--- src/rtl/seq_ratio_div.sv ---
// seq_ratio_div: multi-cycle restoring divider, one quotient bit per clock.
// mode 0 gives floor(num/den); mode 1 gives floor(num*2^Q_W/den) as a Q0.Q_W fraction.
// Define SEQ_DIV_ROUND_EN to add a guard-bit iteration that rounds the quotient up.
module seq_ratio_div #(
    parameter int unsigned N_W = 16,
    parameter int unsigned Q_W = 8
) (
    input  logic           clk,
    input  logic           rst,
    input  logic           start,
    input  logic           mode,
    input  logic [N_W-1:0] num,
    input  logic [N_W-1:0] den,
    output logic           busy,
    output logic           done,
    output logic [Q_W-1:0] quotient,
    output logic [N_W-1:0] remainder,
    output logic           div_zero,
    output logic           sat
);

    localparam int unsigned R_W = N_W + 1;
`ifdef SEQ_DIV_ROUND_EN
    localparam int unsigned EXTRA = 1;
`else
    localparam int unsigned EXTRA = 0;
`endif
    localparam int unsigned CNT_W = $clog2(N_W + EXTRA + 1) + 1;

    typedef enum logic [1:0] {
        S_IDLE = 2'd0,
        S_CALC = 2'd1,
        S_DONE = 2'd2
    } state_t;

    state_t         state_q;
    logic           mode_q;
    logic [N_W-1:0] den_q;
    logic [N_W-1:0] nsh_q;      // dividend bits still to be shifted in (integer mode)
    logic [N_W-1:0] r_q;        // partial remainder; always < den between iterations
    logic [N_W-1:0] quo_q;
    logic [CNT_W-1:0] cnt_q;

    logic           busy_q;
    logic           done_q;
    logic [Q_W-1:0] quotient_q;
    logic [N_W-1:0] remainder_q;
    logic           div_zero_q;
    logic           sat_q;

    // Iteration datapath
    logic [R_W-1:0] r_shift;
    logic [R_W-1:0] den_ext;
    logic           r_ge;
    logic [N_W-1:0] r_d;
    logic [N_W-1:0] quo_d;
    logic [N_W-1:0] nsh_d;
    logic [CNT_W-1:0] last_cnt;

    // Final result shaping
    logic [N_W-1:0] fin_quo;
    logic [N_W-1:0] fin_rem;
    logic           guard;
    logic [Q_W-1:0] low_quo;
    logic           over;
    logic [Q_W-1:0] fin_q;
    logic           fin_sat;

    // Short-circuit decode on an accepted start
    logic           sc_zero;
    logic           sc_sat;

    assign busy      = busy_q;
    assign done      = done_q;
    assign quotient  = quotient_q;
    assign remainder = remainder_q;
    assign div_zero  = div_zero_q;
    assign sat       = sat_q;

    // One restoring step: shift in the next dividend bit (or 0 in fraction mode), trial-subtract
    always_comb begin
        r_shift  = {r_q, (mode_q ? 1'b0 : nsh_q[N_W-1])};
        den_ext  = {1'b0, den_q};
        r_ge     = (r_shift >= den_ext);
        r_d      = r_ge ? N_W'(r_shift - den_ext) : N_W'(r_shift);
        quo_d    = (quo_q << 1) | N_W'(r_ge);
        nsh_d    = nsh_q << 1;
        last_cnt = mode_q ? CNT_W'(Q_W - 1 + EXTRA) : CNT_W'(N_W - 1 + EXTRA);
    end

    // Clamp to Q_W bits, apply optional guard-bit rounding
    always_comb begin
`ifdef SEQ_DIV_ROUND_EN
        // Guard iteration: quotient and remainder are the pre-rounding values already held
        fin_quo = quo_q;
        fin_rem = r_q;
        guard   = r_ge;
`else
        fin_quo = quo_d;
        fin_rem = r_d;
        guard   = 1'b0;
`endif
        low_quo = fin_quo[Q_W-1:0];
        over    = ((fin_quo >> Q_W) != '0);
        fin_q   = '0;
        fin_sat = 1'b0;
        if (over || (guard && (&low_quo))) begin
            fin_q   = '1;
            fin_sat = 1'b1;
        end else begin
            fin_q   = low_quo + Q_W'(guard);
            fin_sat = 1'b0;
        end
    end

    // Divide-by-zero and fraction >= 1 resolve without iterating
    always_comb begin
        sc_zero = (den == '0);
        sc_sat  = mode && (num >= den);
    end

    // Control FSM with registered results
    always_ff @(posedge clk or posedge rst) begin
        if (rst) begin
            state_q     <= S_IDLE;
            mode_q      <= 1'b0;
            den_q       <= '0;
            nsh_q       <= '0;
            r_q         <= '0;
            quo_q       <= '0;
            cnt_q       <= '0;
            busy_q      <= 1'b0;
            done_q      <= 1'b0;
            quotient_q  <= '0;
            remainder_q <= '0;
            div_zero_q  <= 1'b0;
            sat_q       <= 1'b0;
        end else begin
            done_q <= 1'b0;
            unique case (state_q)
                S_CALC: begin
                    r_q   <= r_d;
                    quo_q <= quo_d;
                    nsh_q <= nsh_d;
                    cnt_q <= cnt_q + CNT_W'(1);
                    if (cnt_q == last_cnt) begin
                        state_q     <= S_DONE;
                        busy_q      <= 1'b0;
                        done_q      <= 1'b1;
                        quotient_q  <= fin_q;
                        remainder_q <= fin_rem;
                        div_zero_q  <= 1'b0;
                        sat_q       <= fin_sat;
                    end
                end
                default: begin
                    // IDLE and DONE both accept a new start
                    if (start) begin
                        mode_q <= mode;
                        den_q  <= den;
                        nsh_q  <= num;
                        quo_q  <= '0;
                        cnt_q  <= '0;
                        r_q    <= mode ? num : '0;
                        if (sc_zero) begin
                            state_q     <= S_DONE;
                            done_q      <= 1'b1;
                            quotient_q  <= '1;
                            remainder_q <= num;
                            div_zero_q  <= 1'b1;
                            sat_q       <= 1'b0;
                        end else if (sc_sat) begin
                            state_q     <= S_DONE;
                            done_q      <= 1'b1;
                            quotient_q  <= '1;
                            remainder_q <= num - den;
                            div_zero_q  <= 1'b0;
                            sat_q       <= 1'b1;
                        end else begin
                            state_q <= S_CALC;
                            busy_q  <= 1'b1;
                        end
                    end else begin
                        state_q <= S_IDLE;
                    end
                end
            endcase
        end
    end

endmodule

--- config.mk ---
export PLATFORM = sky130hd
export DESIGN_NAME = seq_ratio_div
export DESIGN_NICKNAME = d
export VERILOG_FILES = /design/src/rtl/seq_ratio_div.sv
export SDC_FILE = /design/constraint.sdc
export NUM_CORES = 1
export LEC_CHECK = 0
export ABC_AREA = 1
export BUFFER_PORTS_ARGS = -buffer_cell sky130_fd_sc_hd__buf_4
export CORE_ASPECT_RATIO = 1.25
export CORE_MARGIN = 1.5
export CORE_UTILIZATION = 60
export CTS_CLUSTER_DIAMETER = 40
export DETAILED_ROUTE_END_ITERATION = 7
export PLACE_DENSITY = 0.86
export SLEW_MARGIN = 25
export SYNTH_ARGS = -nofsm -noshare
export SYNTH_HDL_FRONTEND = slang
export SYNTH_SLANG_ARGS = --single-unit
--- constraint.sdc ---
create_clock -name clk -period 3.5 [get_ports clk]
set_input_delay 0.7 -clock clk [delete_from_list [all_inputs] [get_ports clk]]
set_output_delay 0.7 -clock clk [all_outputs]
set_load 0.03 [all_outputs]
==> summary.txt <==
Worst setup path
  – CP most frequent cell: nand2_1
  – Data arrival, critical path: 2.82 ns
  – Critical Path RT: 3.72 ns
  – Crit start category: input pin
  – CP endpoint kind: register
  – Setup CP Type: in -> reg
  – CP startpoint: num[0]
  – Endpoint of the lowest-slack register-to-register path: remainder[3]
  – Reg2Reg Depth: 14
  – Crit path max-delay cell type: fa_1
  – Flop-to-flop setup slack: 1.02 ns
  – CP max FO: 34
  – Critical path, cell by cell: buf_4 -> inv_1 -> ha_1 -> fa_1 -> o21ai_2 -> nand2_1 -> nand3_1 -> nand2_1 -> nand3_2 -> nand2_4 -> nand2_1 -> nand2_2 -> nand2_1 -> o21ai_1
  – FF-to-FF Start: r_q[11]
  – Largest stage delay on the critical path: 0.44 ns

Drt
  – Drt initial violations: 608
  – Final ANT Viol Nets: 0
  – First-pass DRT Iterations: 6
  – Via-to-Cell Ratio: 5.80
  – Via count: 6626
  – WL final: 19000 um
  – DR WL/cell: 16.6 um
  – Drt drc: 0

GRT
  – Initial antenna violation count: 0
  – Number of global-route vias before repair: 6409
  – First-pass GRT wire length: 30800 um
  – Gr usage total: 0.334
  – Largest net degree at the start of global routing: 59
  – Grt ovf: 0

Floorplan
  – Core ar.: 10700 um2
  – Die Area: 11800 um2
  – Die Wd: 97.3 um
  – FP Rows: 42
  – # IOs: 64
  – Die height: 121 um
  – Starting Density: 0.623

Clocking
  – Post-CTS Setup Inserts: 0
  – Clk Latency, worst-skew pair: 0.36 ns
  – Clock Pin Slew Worst Setup and Hold Paths: 0.07 ns
  – Post-CTS resize count: 0
  – Max clock buf depth: 2
  – Hold_buf cts: 0
  – Number of CTS-inserted buffers: 9
  – Htree depth: 3
  – CTS tree: built
  – Clock Sink Count: 100
  – Clock root buffer master: clkbuf_16

Timing
  – Final Slew Violations: 0
  – Unrepaired setup endpoints after global routing: false
  – Clock skew: 0.00806 ns
  – Max-slew headroom at the worst pin: 0.595
  – Hold Worst Slack: 0.390 ns
  – Fin Setup TNS: 0 ns
  – Tcrit/Tclk final: 0.743
  – Slew of the pin with the lowest slew margin: 0.606 ns
  – Final Setup Violations: 0
  – Fin. Hold Viols: 0
  – Final worst slack: 0.898 ns
  – Fmax: 0.384 GHz
  – Period minus WS final: 2.60 ns

Hold path
  – Min-delay worst type: in -> async

Synthesis
  – Post-synth ARST share: 1.00
  – Ys Warns: 0
  – EDFF count, synth: 0
  – Synth Area per Inst: 7.02 um2
  – Prevailing post-synth register cell: dfrtp_1
  – Post-synth cell types: 42
  – Seq/Total Area, Yosys: 0.375
  – Mapped Area: 6680 um2
  – Mapped Nets: 1022
  – Post-Syn Instances: 951
  – Flops & latches, synth: 100

Cells and area
  – Post-Layout Cell Count: 1142
  – Layout Nets: 1076
  – Synthesis-to-layout area growth: 13.3%
  – Register area: 2500 um2
  – Multi-input gate area: 3450 um2
  – Commonest non-fill, non-tap cell in the layout: nand2_1
  – Filler Cells Inserted: 911
  – Diodes inserted: 0
  – Most frequent cells in the layout: nand2_1 (322), inv_1 (154), dfrtp_1 (100)
  – Share of cells above drive strength 1: 0.113

Placement
  – Dpl ws: 0.545 ns
  – Port Buffers: 63
  – Routability Congestion: 0.992
  – Dpl cells: 1126
  – Hpwl dp: 14500 um

Power
  – Power per Cell Area: 1050 nW/um2
  – Leakage: 0.00413 uW
  – Maximum vdd drop: 0.484 mV

Outcome
  – Status: finished clean

Job
  – Maxcap violations: 0
[through the flow]
step	instance area [um2]	total power [uW]	util
global placement	7250	6710	0.677
CTS	7570	7910	0.706
global route	7570	8620	0.706
detailed placement	7250	6820	0.677
floorplan	6680	5520	-
finish	7570	7970	0.706
[how the worst max path moves through the flow]
| stage | to | slack [ns] |
|---|---|---|
| global placement | quotient[5] | 0.63 |
| detailed placement | quotient[2] | 0.55 |
| finish | quotient[2] | 0.90 |
| CTS | quotient[3] | 0.91 |
| global route | quotient[7] | 0.62 |
| floorplan | busy | 0.18 |
[layer usage]
| layer | share of wire | global-route usage | vias up |
|---|---|---|---|
| li1 | - | - | 3177 |
| met1 | 0.38 | 0.402 | 3060 |
| met2 | 0.48 | 0.559 | 307 |
| met3 | 0.074 | 0.0461 | 82 |
| met4 | 0.061 | 0.224 | 0 |
| met5 | 0 | 0 | - |
[kinds of logic after synthesis]
kind of cell	after synthesis	synth area share
fa+ha+maj	35	0.0679
flops	100	0.375
xor+xnor	12	0.0157
simple gates	496	0.321
buf+inv	187	0.110
compound gates	121	0.111
[final cells by class]
class / instances / area share
multi-input cells: 664 / 0.455
flip-flops and latches: 100 / 0.331
inverters: 160 / 0.0797
repair buffers: 70 / 0.0711
clock buffers: 10 / 0.0303
well taps: 132 / 0.0218
clock inverters: 6 / 0.0109
[sequential cells by signal (all words and copies together), names as in the netlist]
signal	count
busy	1
cnt_q	6
den_q	16
div_zero	1
mode_q	1
quo_q	15
remainder	16
sat	1
nsh_q	16
r_q	16
done	1
quotient	8
state_q	2
[power by group]
group / internal, uW / total [uW] / switching, uW
logic: 1660 / 4980 / 3330
registers: 1660 / 1940 / 276
clock network: 570 / 1050 / 477
[worst max-delay path, delay by kind of cell]
kind | cells | cell delay, ns
and+or+nand+nor | 8 | 1.00
buffers and inverters | 2 | 0.14
AOI/OAI and AO/OA | 2 | 0.30
adders and majority gates | 2 | 0.66
[cell usage after synthesis, types with 2 or more instances]
master,n,area (um2)
a21boi_0,3,22.5
nor3_1,3,15.0
o211ai_1,6,45.0
nand3b_1,3,22.5
nor4_2,2,25.0
buf_6,2,22.5
inv_1,156,586
nand4_1,14,87.6
ha_1,33,413
dfrtp_1,100,2500
clkbuf_1,15,56.3
a22oi_1,7,52.6
nand2_1,322,1210
nor2_1,40,150
xnor2_1,6,52.6
nor4_1,7,43.8
nand3_2,3,30.0
o221ai_1,12,105
o22ai_1,15,93.8
nor2_2,4,25.0
o21ai_1,9,45.0
nand3_1,84,420
nand2_2,7,43.8
a31oi_1,6,37.5
o21ai_0,27,135
fa_1,2,40.0
a21oi_1,31,155
inv_2,3,11.3
xor2_1,6,52.6
nand2_4,2,22.5
and2_1,2,12.5
buf_2,9,45.0
No activity file was read; power rests on OpenSTA's default activity.
